File: src/rtl/sync_counter_pkg.sv
// Shared types and next-value arithmetic for the sync_updown_counter family.
// Pure declarations: no state, no latency, no flow control.
package sync_counter_pkg;

  typedef enum logic {CNT_RUN, CNT_HALT} cnt_state_t;

  // 33-bit working width so a full 32-bit counter with MODULUS=2**32 still fits.
  function automatic logic [32:0] next_count(input logic [32:0] q,
                                             input logic        up,
                                             input logic [32:0] modulus);
    logic [32:0] res;
    if (up) begin
      res = (q >= modulus - 33'd1) ? 33'd0 : q + 33'd1;
    end else begin
      res = (q == 33'd0) ? modulus - 33'd1 : q - 33'd1;
    end
    return res;
  endfunction

endpackage

File: src/rtl/cnt_tc_decode.sv
// Terminal-count decode: last value in the current direction (MODULUS-1 up, 0 down).
// Combinational, zero latency; no flow control.
module cnt_tc_decode
  import sync_counter_pkg::*;
#(
  parameter int unsigned     WIDTH   = 4,
  parameter longint unsigned MODULUS = 64'd1 << WIDTH
) (
  input  logic [WIDTH-1:0] q,
  input  logic             up,
  output logic             tc
);

  localparam logic [WIDTH-1:0] TC_UP = WIDTH'(MODULUS - 64'd1);

  assign tc = up ? (q == TC_UP) : (q == '0);

endmodule

File: src/rtl/sync_updown_counter.sv
// Modulo-N up/down counter with TTL-style ENP/ENT/clear/load, cascadable via _RCO; optional match port (SYNC_COUNTER_MATCH_EN).
// Latency: _Q/_DONE/_MATCH update one _CLK edge after controls are sampled; _RCO is combinational.
// No backpressure: an action is taken on every edge by fixed priority _RST > _CLR > _LOAD > count > hold.
module sync_updown_counter
  import sync_counter_pkg::*;
#(
  parameter int unsigned      WIDTH     = 4,
  parameter longint unsigned  MODULUS   = 64'd1 << WIDTH,
  parameter bit               ONESHOT   = 1'b0,
  parameter logic [WIDTH-1:0] RESET_VAL = '0
) (
  input  logic             _CLK,
  input  logic             _RST,
  input  logic             _CLR,
  input  logic             _LOAD,
  input  logic             _ENP,
  input  logic             _ENT,
  input  logic             _UP,
  input  logic [WIDTH-1:0] _D,
  output logic [WIDTH-1:0] _Q,
  output logic             _RCO,
  output logic             _DONE
`ifdef SYNC_COUNTER_MATCH_EN
  ,
  input  logic [WIDTH-1:0] _MATCH_VAL,
  output logic             _MATCH
`endif
);

  localparam logic [32:0] MOD_W = 33'(MODULUS);

  cnt_state_t       state, state_nxt;
  logic [WIDTH-1:0] q, q_nxt, q_step;
  logic             tc, halted, count_en, done;

  cnt_tc_decode #(
    .WIDTH  (WIDTH),
    .MODULUS(MODULUS)
  ) u_tc (
    .q (q),
    .up(_UP),
    .tc(tc)
  );

  assign halted   = (state == CNT_HALT);
  assign count_en = _ENP & _ENT & ~halted;
  assign q_step   = WIDTH'(next_count(33'(q), _UP, MOD_W));

  always_comb begin
    q_nxt     = q;
    state_nxt = state;
    if (!_CLR) begin
      q_nxt     = '0;
      state_nxt = CNT_RUN;
    end else if (!_LOAD) begin
      q_nxt     = _D;
      state_nxt = CNT_RUN;
    end else if (count_en) begin
      // One-shot parks on the terminal value instead of wrapping.
      if (ONESHOT && tc) begin
        state_nxt = CNT_HALT;
      end else begin
        q_nxt = q_step;
      end
    end
  end

  always_ff @(posedge _CLK) begin
    if (_RST) begin
      q     <= RESET_VAL;
      state <= CNT_RUN;
      done  <= 1'b0;
    end else begin
      q     <= q_nxt;
      state <= state_nxt;
      done  <= (state_nxt == CNT_HALT);
    end
  end

  assign _Q    = q;
  assign _DONE = done;
  assign _RCO  = _ENT & tc & ~halted;

`ifdef SYNC_COUNTER_MATCH_EN
  logic q_upd, match_q;

  // Only edges that actually write _Q can raise a match; holds and the halt edge cannot.
  assign q_upd = ~_CLR | ~_LOAD | (count_en & ~(ONESHOT & tc));

  always_ff @(posedge _CLK) begin
    if (_RST) begin
      match_q <= 1'b0;
    end else begin
      match_q <= q_upd & (q_nxt == _MATCH_VAL);
    end
  end

  assign _MATCH = match_q;
`endif

endmodule

File: config.mk
export PLATFORM = sky130hd
export DESIGN_NAME = sync_updown_counter
export DESIGN_NICKNAME = d
export VERILOG_FILES = /design/src/rtl/sync_counter_pkg.sv /design/src/rtl/cnt_tc_decode.sv /design/src/rtl/sync_updown_counter.sv
export SDC_FILE = /design/constraint.sdc
export NUM_CORES = 1
export LEC_CHECK = 0
export ABC_AREA = 1
export BUFFER_PORTS_ARGS = -buffer_cell sky130_fd_sc_hd__buf_2
export CAP_MARGIN = 20
export CELL_PAD_IN_SITES_DETAIL_PLACEMENT = 0
export CELL_PAD_IN_SITES_GLOBAL_PLACEMENT = 1
export CORE_AREA = 3 3 40 42
export CTS_BUF_LIST = sky130_fd_sc_hd__clkbuf_16
export CTS_CLUSTER_SIZE = 30
export DETAILED_ROUTE_END_ITERATION = 8
export DIE_AREA = 0 0 43 45
export PLACE_DENSITY_LB_ADDON = 0.1
export SYNTH_ARGS = -nofsm -noshare
export SYNTH_HDL_FRONTEND = slang
export SYNTH_SLANG_ARGS = --single-unit
File: constraint.sdc
create_clock -name _CLK -period 2.14 [get_ports _CLK]
set_input_delay 0 -clock _CLK [delete_from_list [all_inputs] [get_ports _CLK]]
set_output_delay 0 -clock _CLK [all_outputs]
set_load 0.01 [all_outputs]
==> metrics.md <==
| Metric | Value |
|---|---|
| Outcome | finished clean |
| PostCTS Resize Cnt | 0 |
| Nature of the critical path startpoint | register |
| Initial antenna violation count | 0 |
| Synthesized instance count | 63 |
| Total iterations of the first detailed-routing run | 2 |
| Cells taking the most area after synthesis | sky130_fd_sc_hd__dfxtp_1 22%, sky130_fd_sc_hd__nand2_1 17%, sky130_fd_sc_hd__inv_1 9.2% |
| EDFF count, synth | 0 |
| Critical path destination | _RCO |
| H-tree lvl count | 1 |
| Startpoint of the worst-slack reg-to-reg timing path | _Q[0] |
| Path class of the lowest-slack min-delay path | in2reg |
| Xor/xnor cell area share of the yosys netlist | under 10% |
| #FFs+latches synth | 4 |
| Warning count from the yosys run | 0 |
| Pin count of the biggest net entering global routing | 9 |
| CTS Root Cell | sky130_fd_sc_hd__clkbuf_16 |
| Number of ports placed on the die boundary | 17 |
| Most area-hungry cell type in the Yosys netlist | sky130_fd_sc_hd__dfxtp_1 |
| Post-Layout Cell Count | 95 |
| Critical path startpoint | _Q[1] |
| Most used DFF post-synth | sky130_fd_sc_hd__dfxtp_1 |
| First-pass GRT wire length | approximately 1.7 mm |
| Data arrival time of the critical path | 1.37 ns |
| Count of antenna diodes in the layout | 0 |
| Max Clock Skew | around 0.0004 ns |
| Worst-case setup margin in the final layout | around 0.77 ns |
| Setup repair after global routing missed its margin | no |
| Horizontal extent of the die | between 40 and 50 um |
| Count of buffers inserted at the top-level ports | 15 |
| Post-synthesis adder-cell area fraction | under 10% |
| Peak per-stage delay on the critical path | 0.39 ns |
| Share of synthesized cell area in and, or, nand and nor gates | about 36% |
| Number of unique standard cell types used by synthesis | 18 |
| Period utilization | about 64% |
| Power share of the combinational group | between 10% and 20% |
| Path type of the worst setup path | reg2out |
| PwrDens | 825 nW/um^2 |
| Number of standard-cell rows in the floorplan | 13 |
| Post-Syn Area | 369 sq um |
| Top cells by count, synth | 17 x sky130_fd_sc_hd__nand2_1, 9 x sky130_fd_sc_hd__inv_1, 8 x sky130_fd_sc_hd__nor2_1 |
| Number of hold-slack violations in the final timing report | 0 |
| DRC viols | 0 |
| Final wirelength | just over 1 mm |
| Die Footprint | between 1500 and 2000 sq um |
| Clock net sink count | 4 |
| Sum Neg Setup Slack | 0 ns |
| Average routed wire per standard cell | roughly 11 um |
| Power share of the sequential group | roughly a fifth |
| Post-CTS setup repair buffer count | 0 |
| Shortest clock period the worst path allows after layout | approximately 1.4 ns |
| Average footprint of a synthesized cell | 5.86 sq um |
| Depth of the worst register-to-register path | 7 |
| Hold_buf cts | 0 |
| Critical-path cell list | ha_1 > nand4_1 > a21boi_0 > buf_2 |
| R2r setup slk | slightly above 0.8 ns |
| Number of cells in the design after placement | 92 |
| Fraction of layout instances using a drive strength above 1 | 27.5% |
| Standard cell with the maximum stage delay on the critical path | sky130_fd_sc_hd__dfxtp_1 |
| Part of the power in the clock network | between 60% and 70% |
| Vias per Instance | 4.58 |
| Highest achievable clock rate | between 700 and 800 MHz |
| Maximum resistive drop on vdd | about 440 uV |
| Vias post-DR | ~440 |
| Combinational family with the most area after synthesis | simple AND/OR/NAND/NOR gates |
| Post-CTS clock slew at the launch and capture registers of the worst setup and hold paths | around 0.03 ns |
| Setup WS pre-CTS | around 0.82 ns |
| Post-synthesis to final-layout area growth | 43.7% |
| Fraction of post-synthesis cell area in the top cell type by area | between 20% and 30% |
| Number of buffers created by CTS | 3 |
| Internal Dissipation | about 0.35 mW |
| Final worst hold slack | approximately 0.04 ns |
| Flip-flop count of the largest register, all copies and words added | 4 |
| Most used standard cell by instance count after synthesis | sky130_fd_sc_hd__nand2_1 |
| Complex-gate fraction of the synthesized area | 17.3% |
| Weighted congestion at the end of routability-driven global placement | ~0.74 |
| Leakage dissipation | between 0.2 and 0.3 nW |
| Post-synth net total | 76 |
| Core box area | about 1300 sq um |
| Placement Cell Area | between 400 and 500 sq um |
| Via count of the first global-routing pass | 414 |
| CP Data Required Time | approximately 2.1 ns |
| Height of the die | between 40 and 50 um |
| Endpoint kind of the worst setup timing path | output port |
| Insertion delay of the later-clocked pin in the worst-skew pair | roughly 0.22 ns |
| Ys async rst share | 0% |
| Detailed Place HPWL | around 840 um |
| Sw Ratio | a little over a fifth |
| Final global-route overflow total | 0 |
| TritonCTS clock tree | yes |
| Largest fanout of any net on the critical path | 5 |
| Global Route Usage Sum | 12.5% |
| Cell area after layout | about 530 sq um |
| Initial cell density of the core | between 20 and 30% |
| Multiplexer share of the synthesized area | 0% |
| Final count of negative-setup-slack endpoints | 0 |
| First DRT Iteration DRCs | 2 |
| Capture point of the worst reg-to-reg path | _Q[2] |
| Switching power | 0.0924 mW |
| Max-slew violation total from the final report | 0 |
| Part of the Yosys area used for sequential elements | a little over a fifth |
| Count of maximum capacitance violations | 0 |
| Final Net Count | 95 |
| CTS Buffer Depth | 2 |
| Number of nets still failing antenna checks after routing | 0 |
cell type report:
type	instances	area, sq um
Sequential cell	4	80.1
Clock buffer	3	75.1
Tap cell	15	18.8
Fill cell	147	754
Multi-Input combinational cell	48	244
Inverter	10	37.5
Timing Repair Buffer	15	75.1
worst min path at each step:
stage,slack [ns],endpoint,cells after the start,start
final,0.04,_Q[1],4,_RST
after global routing,0.07,_Q[1],3,_D[1]
after CTS,0.04,_Q[1],3,_D[1]
after detailed placement,0.27,_Q[1],3,_D[1]
after global placement,0.27,_Q[1],3,_D[1]
after floorplan,0.14,_RCO,1,_ENT
per-stage QoR:
stage | power, mW | utilization (%)
after floorplan | 0.128 | -
final | 0.438 | 41.3
after global routing | 0.456 | 41.3
after global placement | 0.152 | 35.4
after CTS | 0.442 | 41.3
after detailed placement | 0.151 | 35.4
layer usage:
metal | track usage, % | share of wire (%) | up-vias
li1 | - | - | 232
met1 | 14.6 | 47 | 185
met2 | 19.5 | 44 | 14
met3 | 2.39 | 6.2 | 4
met4 | 10.8 | 2.8 | 0
met5 | 0 | 0 | -
critical path: cells and delay by family (launching register included):
kind / cells / cell delay (ns)
buffers and inverters: 1 / 0.17
AOI/OAI and AO/OA: 1 / 0.23
DFF: 1 / 0.39
adders and majority gates: 1 / 0.22
and+or+nand+nor: 1 / 0.14
layout by cell type, fill, tap and decap left out, types with 2 or more instances in the layout:
| cell | netlist | routed |
|---|---|---|
| sky130_fd_sc_hd__a31oi_1 | 2 | 2 |
| sky130_fd_sc_hd__nand2_1 | 17 | 17 |
| sky130_fd_sc_hd__dfxtp_1 | 4 | 4 |
| sky130_fd_sc_hd__nand3_1 | 3 | 3 |
| sky130_fd_sc_hd__buf_2 | 0 | 15 |
| sky130_fd_sc_hd__a21oi_1 | 4 | 4 |
| sky130_fd_sc_hd__nand4_1 | 2 | 2 |
| sky130_fd_sc_hd__clkbuf_16 | 0 | 3 |
| sky130_fd_sc_hd__nor2_2 | 2 | 2 |
| sky130_fd_sc_hd__o21ai_0 | 3 | 3 |
| sky130_fd_sc_hd__ha_1 | 2 | 2 |
| sky130_fd_sc_hd__inv_1 | 9 | 9 |
| sky130_fd_sc_hd__nor2_1 | 8 | 8 |
logic make-up after synthesis:
logic type | count (synthesis)
xor gates and xnor gates | 2
adders and majority gates | 2
DFF | 4
and+or+nand+nor | 32
other | 1
AOI/OAI and AO/OA | 11
buffers and inverters | 11
power groups by stage:
stage          registers (mW)  logic (mW)  clock network [mW]
2_1_floorplan          0.0870      0.0407                   0
3_3_place_gp           0.0865      0.0650                   0
6_report               0.0857      0.0640               0.288
5_1_grt                0.0866      0.0740               0.296
3_5_place_dp           0.0866      0.0642                   0
4_1_cts                0.0857      0.0645               0.292
No activity file was read; power rests on OpenSTA's default activity.
